File: config.mk
export PLATFORM = sky130hd
export DESIGN_NAME = pc_fetch
export DESIGN_NICKNAME = d
export VERILOG_FILES = /design/src/rtl/pc_fetch.sv
export SDC_FILE = /design/constraint.sdc
export NUM_CORES = 1
export LEC_CHECK = 0
export CAP_MARGIN = 20
export CORE_MARGIN = 2
export CORE_UTILIZATION = 45
export DETAILED_ROUTE_END_ITERATION = 8
export DONT_BUFFER_PORTS = 1
export PLACE_DENSITY = 0.64
export SYNTH_ARGS = -nofsm -noshare
export SYNTH_HDL_FRONTEND = slang
export SYNTH_SLANG_ARGS = --single-unit
File: constraint.sdc
create_clock -name clk -period 3 [get_ports clk]
set_input_delay 0.45 -clock clk [delete_from_list [all_inputs] [get_ports clk]]
set_output_delay 0.45 -clock clk [all_outputs]
set_load 0.01 [all_outputs]
File: src/rtl/pc_fetch.sv
// pc_fetch: instruction fetch stage with a one-deep instruction register.
//
// The block keeps a fetch address (Fetch_PC), issues read requests to
// instruction memory, and captures each returned word together with its
// address into a registered output slot (Instr/PC/PC_plus_one). Decode takes
// the slot by leaving Stall low while Instr_valid is high. A Jump or
// Branch_taken redirects fetch to a new address. A redirect discards the slot
// and any word arriving on the same edge. It then spends one bubble cycle in
// REDIRECT before fetching again.
//
// Parameters
//   N         datapath/address width
//   RESET_PC  fetch address loaded on reset
// Ports
//   clk, rst                 clock, async active-high reset
//   Stall                    decode cannot accept the held instruction
//   Branch_taken, ALU_1_out  branch redirect and its target
//   Jump, Jump_target        jump redirect and its target (wins over branch)
//   Imem_req, Imem_addr      read request and address to instruction memory
//   Imem_ack, Imem_data      memory returns a word this cycle
//   Instr, Instr_valid       fetched instruction and its valid flag
//   PC, PC_plus_one          address of Instr and that address + 1
module pc_fetch #(
  parameter int          N        = 16,
  parameter logic [N-1:0] RESET_PC = '0
) (
  input  logic         clk,
  input  logic         rst,
  input  logic         Stall,
  input  logic         Branch_taken,
  input  logic [N-1:0] ALU_1_out,
  input  logic         Jump,
  input  logic [N-1:0] Jump_target,
  output logic         Imem_req,
  output logic [N-1:0] Imem_addr,
  input  logic         Imem_ack,
  input  logic [N-1:0] Imem_data,
  output logic [N-1:0] Instr,
  output logic         Instr_valid,
  output logic [N-1:0] PC,
  output logic [N-1:0] PC_plus_one
);

  typedef enum logic [1:0] {
    IDLE     = 2'd0,
    FETCH    = 2'd1,
    REDIRECT = 2'd2
  } state_t;

  state_t       state;
  logic [N-1:0] Fetch_PC;
  logic [N-1:0] fetch_pc_inc;
  logic [N-1:0] redirect_target;
  logic         redirect;
  logic         transfer;
  logic         consume;

  // The request is withheld only while a valid instruction is stuck behind a
  // stall. The slot cannot take a new word then.
  assign Imem_req  = (state == FETCH) && !(Instr_valid && Stall);
  assign Imem_addr = Fetch_PC;

  assign fetch_pc_inc    = Fetch_PC + N'(1);
  assign redirect        = Jump || Branch_taken;
  assign redirect_target = Jump ? Jump_target : ALU_1_out;
  assign transfer        = Imem_req && Imem_ack && !redirect;
  assign consume         = Instr_valid && !Stall;

  always_ff @(posedge clk or posedge rst) begin
    if (rst) begin
      state       <= IDLE;
      Fetch_PC    <= RESET_PC;
      Instr       <= '0;
      PC          <= '0;
      PC_plus_one <= '0;
      Instr_valid <= 1'b0;
    end else if (redirect) begin
      // Redirect wins over stall and over a word returning on this edge.
      // Repeated redirects keep loading the newest target.
      state       <= REDIRECT;
      Fetch_PC    <= redirect_target;
      Instr_valid <= 1'b0;
    end else begin
      case (state)
        IDLE:     state <= FETCH;
        REDIRECT: state <= FETCH;
        FETCH:    state <= FETCH;
        default:  state <= IDLE;
      endcase

      if (transfer) begin
        Instr       <= Imem_data;
        PC          <= Fetch_PC;
        PC_plus_one <= fetch_pc_inc;
        Instr_valid <= 1'b1;
        Fetch_PC    <= fetch_pc_inc;
      end else if (consume) begin
        Instr_valid <= 1'b0;
      end
    end
  end

endmodule

==> impl_metrics.csv, run 1 <==
group,metric,value,unit
route,drtIter0Drc,131,
timing,tightest_slew,829,ps
min_path,hold_path.class,"in -> reg",
route,drt-wirelength-per-cell,19.0,µm
worst_setup_path,cp_num_cells,5,
power_and_ir_drop,cellLeakagePower,1.57,nW
floorplanning,die_w,88.6,µm
clocking,htree_levels,3,
synthesis,ys_warn_count,0,
clocking,cts_root_buf,"clkbuf_8",
grt,grt_pass1_wl,10800,µm
floorplanning,start_util,0.469,
worst_setup_path,crit_required,3230,ps
final_layout,layout.cells.non_filler,373,
route,vias,2044,
clocking,post_cts_resized,0,
final_layout,final_common_cell,"dfrtp_1",
final_layout,antennaDiodeCount,0,
worst_setup_path,start_kind,"register",
synthesis,synth.avg_cell_area,11.6,µm²
power_and_ir_drop,power.density,633,mW/mm²
floorplanning,core_area,0.00687,mm²
floorplanning,top_level_ports,120,
route,drc_errors,0,
clocking,cts_tree,"built",
min_path,hold_path_depth,1,
floorplanning,rows,30,
timing,max_clock_freq,0.473,GHz
placed_design,hpwl,4990,µm
timing,fin_skew,6.61,ps
worst_setup_path,cp_num_buf_inv,1,
timing,fin_crit,2120,ps
timing,max_slew_margin,0.447,
worst_setup_path,slowest_delay,460,ps
route,vias_per_cell,5.48,
timing,rsz0062_at_grt,"no",
worst_setup_path,worstPathArrival,2340,ps
route,drt_first_pass_iters,4,
grt,grt_pass1_vias,2022,
synthesis,syn-num-nets,333,
placed_design,gp_congestion,0.797,
placed_design,io_buffer_count,0,
grt,grt_usage,0.186,
synthesis,ys_ff_latch,67,
run,drv_cap,0,
floorplanning,die_h,88.6,µm
timing,report.final.slew_viol_count,0,
timing,fin_crit_sh,0.705,
clocking,numCtsBuffers,9,
power_and_ir_drop,vdd_drop_max,0.258,mV
placed_design,dp.cells,357,
grt,grt_start_max_net_pins,68,
status,status,"complete, no violations",
worst_setup_path,crit_type,"reg -> reg",
clocking,cts_buffer_depth,2,
clocking,postCtsSetupBuffers,0,
final_layout,drive_gt1_frac,0.227,
worst_setup_path,slowest_stage,"nand2_2",
synthesis,ys_seq_area_frac,0.521,
grt,antenna_found_initial,0,
worst_setup_path,end_kind,"register",
final_layout,most-common-layout-cells,"dfrtp_1, nand2_1, o21ai_0, mux2_2, mux2_4",
route,antenna_left,0,
worst_setup_path,reg2regPathDepth,5,
clocking,clock_sinks,67,
worst_setup_path,crit_family,"simple AND/OR/NAND/NOR gates",
timing,finalSetupViolations,0,
route,routed_wl,7100,µm
timing,totalNegativeSetupSlack,0,ps
clocking,hold_buffers,0,
grt,grt_overflow,0,
clocking,path_clk_slew,70,ps
synthesis,syn_area,0.00322,mm²
floorplanning,dieArea,0.00785,mm²
synthesis,ys_types,42,
worst_setup_path,crit_chain,"nand2_1 -> and3_4 -> nand2_2 -> buf_4 -> mux2_4",
synthesis,syn_inst,278,
power_and_ir_drop,finalPower,2.20,mW
worst_setup_path,crit_path_max_fanout,24,
worst_setup_path,ff2ff_setup_slack,880,ps
timing,hold_viol,0,
final_layout,final_nets,327,
clocking,insertion_delay,340,ps
final_layout,area_growth,7.85,%
==> sequential cells by signal (all words and copies together), names as in the netlist <==
register,flops
Imem_addr,16
Instr,16
Instr_valid,1
PC,16
PC_plus_one,16
state,2
==> cell usage after synthesis <==
| master | instances | area (µm²) |
|---|---|---|
| and2_1 | 1 | 6.26 |
| nor2_1 | 4 | 15.0 |
| xor2_1 | 11 | 96.3 |
| mux2_4 | 17 | 255 |
| nor2_4 | 1 | 11.3 |
| nand2_2 | 1 | 6.26 |
| a22oi_1 | 6 | 45.0 |
| a21oi_1 | 6 | 30.0 |
| nor3_2 | 1 | 10.0 |
| o221ai_1 | 2 | 17.5 |
| nand4_1 | 5 | 31.3 |
| nand2_1 | 35 | 131 |
| nand2b_1 | 2 | 12.5 |
| buf_2 | 8 | 40.0 |
| a222oi_1 | 1 | 10.0 |
| o21ai_0 | 21 | 105 |
| buf_4 | 1 | 7.51 |
| xnor2_1 | 11 | 96.3 |
| and3_4 | 1 | 11.3 |
| a21o_1 | 1 | 7.51 |
| nand4_2 | 1 | 12.5 |
| nor3b_1 | 4 | 30.0 |
| nand3_1 | 9 | 45.0 |
| o21ai_1 | 4 | 20.0 |
| and3_1 | 4 | 25.0 |
| clkbuf_1 | 6 | 22.5 |
| clkbuf_2 | 2 | 10.0 |
| nor3_1 | 4 | 20.0 |
| nor4_4 | 1 | 21.3 |
| and4_1 | 1 | 8.76 |
| nand3_2 | 1 | 10.0 |
| o221ai_2 | 1 | 15.0 |
| dfrtp_1 | 67 | 1680 |
| mux2i_1 | 4 | 40.0 |
| ha_1 | 1 | 12.5 |
| nor2b_4 | 1 | 13.8 |
| o31ai_1 | 3 | 22.5 |
| buf_6 | 3 | 33.8 |
| inv_1 | 4 | 15.0 |
| mux2_2 | 17 | 191 |
| o21a_1 | 2 | 15.0 |
| nor2b_1 | 2 | 12.5 |
==> cell families (layout without fill, tap and decap cells) <==
kind of cell	Yosys count	count (layout)	synth area share
simple gates	79	79	0.135
flops	67	67	0.521
fa+ha+maj	1	1	0.00389
compound gates	47	47	0.0894
mux	38	38	0.151
buf+inv	24	23	0.0400
xor+xnor	22	22	0.0599
==> worst paths after layout <==
kind	startpoint	to
hold reg to reg	state[0]$_DFF_PP0_	state[0]$_DFF_PP0_
setup reg to reg	Instr_valid$_DFFE_PP0P_	PC[3]$_DFFE_PP0P_
hold / removal	Jump	Imem_addr[7]$_DFFE_PP0P_
setup / recovery	Instr_valid$_DFFE_PP0P_	PC[3]$_DFFE_PP0P_
max in group asynchronous	rst	PC[9]$_DFFE_PP0P_
min in group asynchronous	rst	Imem_addr[6]$_DFFE_PP0P_
==> power breakdown <==
group,internal (mW),leakage [nW],switching [mW]
clock,0.475,0.114,0.361
sequential,1.00,0.876,0.162
combinational,0.112,0.583,0.0843
==> per-stage QoR <==
stage          setup WS, ps  hold slack [ps]  cell area (µm²)  utilization
2_1_floorplan           867              424             3220            -
3_3_place_gp            895              437             3250        0.473
3_5_place_dp            857              447             3250        0.473
4_1_cts                 880              204             3470        0.505
5_1_grt                 731              214             3470        0.505
6_report                884              215             3470        0.505
==> layout make-up <==
| type | instances | area, µm² |
|---|---|---|
| fillers | 622 | 3400 |
| flip-flops and latches | 67 | 1680 |
| multi-input cells | 187 | 1410 |
| clock buffers | 9 | 124 |
| well taps | 96 | 120 |
| clock inverters | 7 | 100 |
| repair buffers | 3 | 22.5 |
| inverters | 4 | 15.0 |
==> metal layers <==
metal  track usage  vias up  routed length, µm
li1              -      954                  -
met1         0.240      983               3070
met2         0.291       94               3230
met3        0.0597       13                672
met4        0.0785        0                128
met5             0        -                  0
No activity file was read; power rests on OpenSTA's default activity.
==> run 2, diff against run 1 <==
- PLACE_DENSITY: 0.64 -> 0.66
- clock period: 3 -> 1.7 ns (I/O delays scaled with it)
==> impl_metrics.csv, run 2 (synthesis gave the netlist of run 1 again) <==
group,metric,value,unit
clocking,insertion_delay,350,ps
final_layout,nFillCells,632,
clocking,clock_sinks,67,
final_layout,drive_gt1_frac,0.278,
power_and_ir_drop,power_frac_comb,0.120,
timing,finalSetupViolations,0,
power_and_ir_drop,power.internal,2.72,mW
grt,antenna_found_initial,0,
clocking,cts_root_buf,"clkbuf_8",
worst_setup_path,crit_type,"reg -> reg",
final_layout,most-common-layout-cells,"dfrtp_1, nand2_1, o21ai_0, buf_4",
clocking,post_cts_resized,0,
worst_setup_path,slowest_delay,530,ps
worst_setup_path,crit_required,1920,ps
power_and_ir_drop,cellLeakagePower,1.68,nW
worst_setup_path,crit_chain,"nand3_2 -> nor2_4 -> and3_1 -> xnor2_1 -> o221ai_2",
clocking,htree_levels,3,
power_and_ir_drop,netSwitchingPower,1.14,mW
grt,grt_overflow,0,
clocking,path_clk_slew,80,ps
grt,grt_pass1_vias,2130,
placed_design,place_ws,146,ps
clocking,cts_tree,"built",
floorplanning,dieArea,0.00785,mm²
final_layout,layout.cells.non_filler,395,
timing,fin_crit,1580,ps
final_layout,final_common_cell,"dfrtp_1",
timing,totalNegativeSetupSlack,0,ps
route,vias_per_cell,5.40,
floorplanning,die_h,88.6,µm
power_and_ir_drop,pwr-share-seq,0.519,
route,routed_wl,7330,µm
power_and_ir_drop,p_clk_frac,0.361,
floorplanning,core_area,0.00687,mm²
route,drtIter0Drc,101,
worst_setup_path,crit_path_max_fanout,7,
worst_setup_path,cp_num_buf_inv,0,
grt,grt_pass1_wl,11200,µm
final_layout,multi_input_area,0.00141,mm²
run,drv_cap,0,
worst_setup_path,worstPathArrival,1800,ps
worst_setup_path,slowest_stage,"dfrtp_1",
route,antenna_left,0,
grt,grt_usage,0.192,
timing,max_clock_freq,0.633,GHz
worst_setup_path,end_kind,"register",
placed_design,dp.cells,377,
min_path,hold_path.class,"in -> reg",
timing,fin_skew,5.89,ps
floorplanning,start_util,0.469,
placed_design,gp_congestion,0.843,
route,drt-wirelength-per-cell,18.6,µm
timing,tightest_slew,630,ps
floorplanning,rows,30,
route,vias,2134,
floorplanning,die_w,88.6,µm
clocking,numCtsBuffers,9,
grt,grt_start_max_net_pins,35,
final_layout,regArea,0.00168,mm²
final_layout,antennaDiodeCount,0,
timing,hold_viol,0,
timing,fin_crit_sh,0.929,
worst_setup_path,crit_family,"simple AND/OR/NAND/NOR gates",
worst_setup_path,start_kind,"register",
route,drc_errors,0,
power_and_ir_drop,switching_share,0.295,
power_and_ir_drop,power.density,1050,mW/mm²
timing,max_slew_margin,0.579,
floorplanning,top_level_ports,120,
power_and_ir_drop,vdd_drop_max,0.427,mV
clocking,cts_buffer_depth,2,
clocking,postCtsSetupBuffers,0,
timing,rsz0062_at_grt,"no",
status,status,"complete, no violations",
final_layout,area_growth,13.8,%
timing,worst_slack,121,ps
route,drt_first_pass_iters,4,
placed_design,hpwl,5470,µm
placed_design,io_buffer_count,0,
final_layout,final_nets,349,
timing,report.final.slew_viol_count,0,
## run 2: power by group through the flow
stage | registers [mW] | clock network (mW) | logic, mW
after floorplan | 2.00 | 0 | 0.346
after global placement | 2.03 | 0 | 0.448
after detailed placement | 2.04 | 0 | 0.465
after CTS | 2.01 | 1.41 | 0.470
after global routing | 2.03 | 1.49 | 0.514
final | 2.00 | 1.39 | 0.462
## run 2: cell type report
cell class	instances	share of cell area
sequential	67	0.457
timing repair buffer	25	0.0628
multi-input combinational	187	0.386
inverter	4	0.00512
clock buffer	9	0.0338
clock inverter	7	0.0222
tap	96	0.0328
## run 2: timing repair
action	4_1_cts	5_1_grt
hold buffers	2	0
endpoints found under the setup margin	0	1
hold endpoints to repair	25	0
## run 2: stage by stage
step	hold WS [ps]	utilization	cell area [µm²]	power, mW
after CTS	1.71	0.534	3660	3.89
after floorplan	374	-	3220	2.34
after global placement	222	0.501	3440	2.48
final	15.4	0.534	3660	3.86
after global routing	12.4	0.534	3660	4.04
after detailed placement	233	0.501	3440	2.50
## run 2: final timing paths
check                                         start  cells after the start  slack (ps)                        to
min in group asynchronous                       rst                      2         460      Instr[6]$_DFFE_PP0P_
min reg2reg                      state[0]$_DFF_PP0_                      1         450        state[0]$_DFF_PP0_
max reg2reg                Imem_addr[3]$_DFFE_PP0P_                      5         120  Imem_addr[9]$_DFFE_PP0P_
max                        Imem_addr[3]$_DFFE_PP0P_                      5         120  Imem_addr[9]$_DFFE_PP0P_
max in group asynchronous                       rst                      3         640  Imem_addr[7]$_DFFE_PP0P_
min                                            Jump                      1          20  Imem_addr[6]$_DFFE_PP0P_
## run 2: metal layers
layer	wire, µm	part of all wire	track usage
met5	0	0	0
met4	111	0.015	0.0758
met3	425	0.058	0.0457
met2	3400	0.46	0.294
met1	3400	0.46	0.264
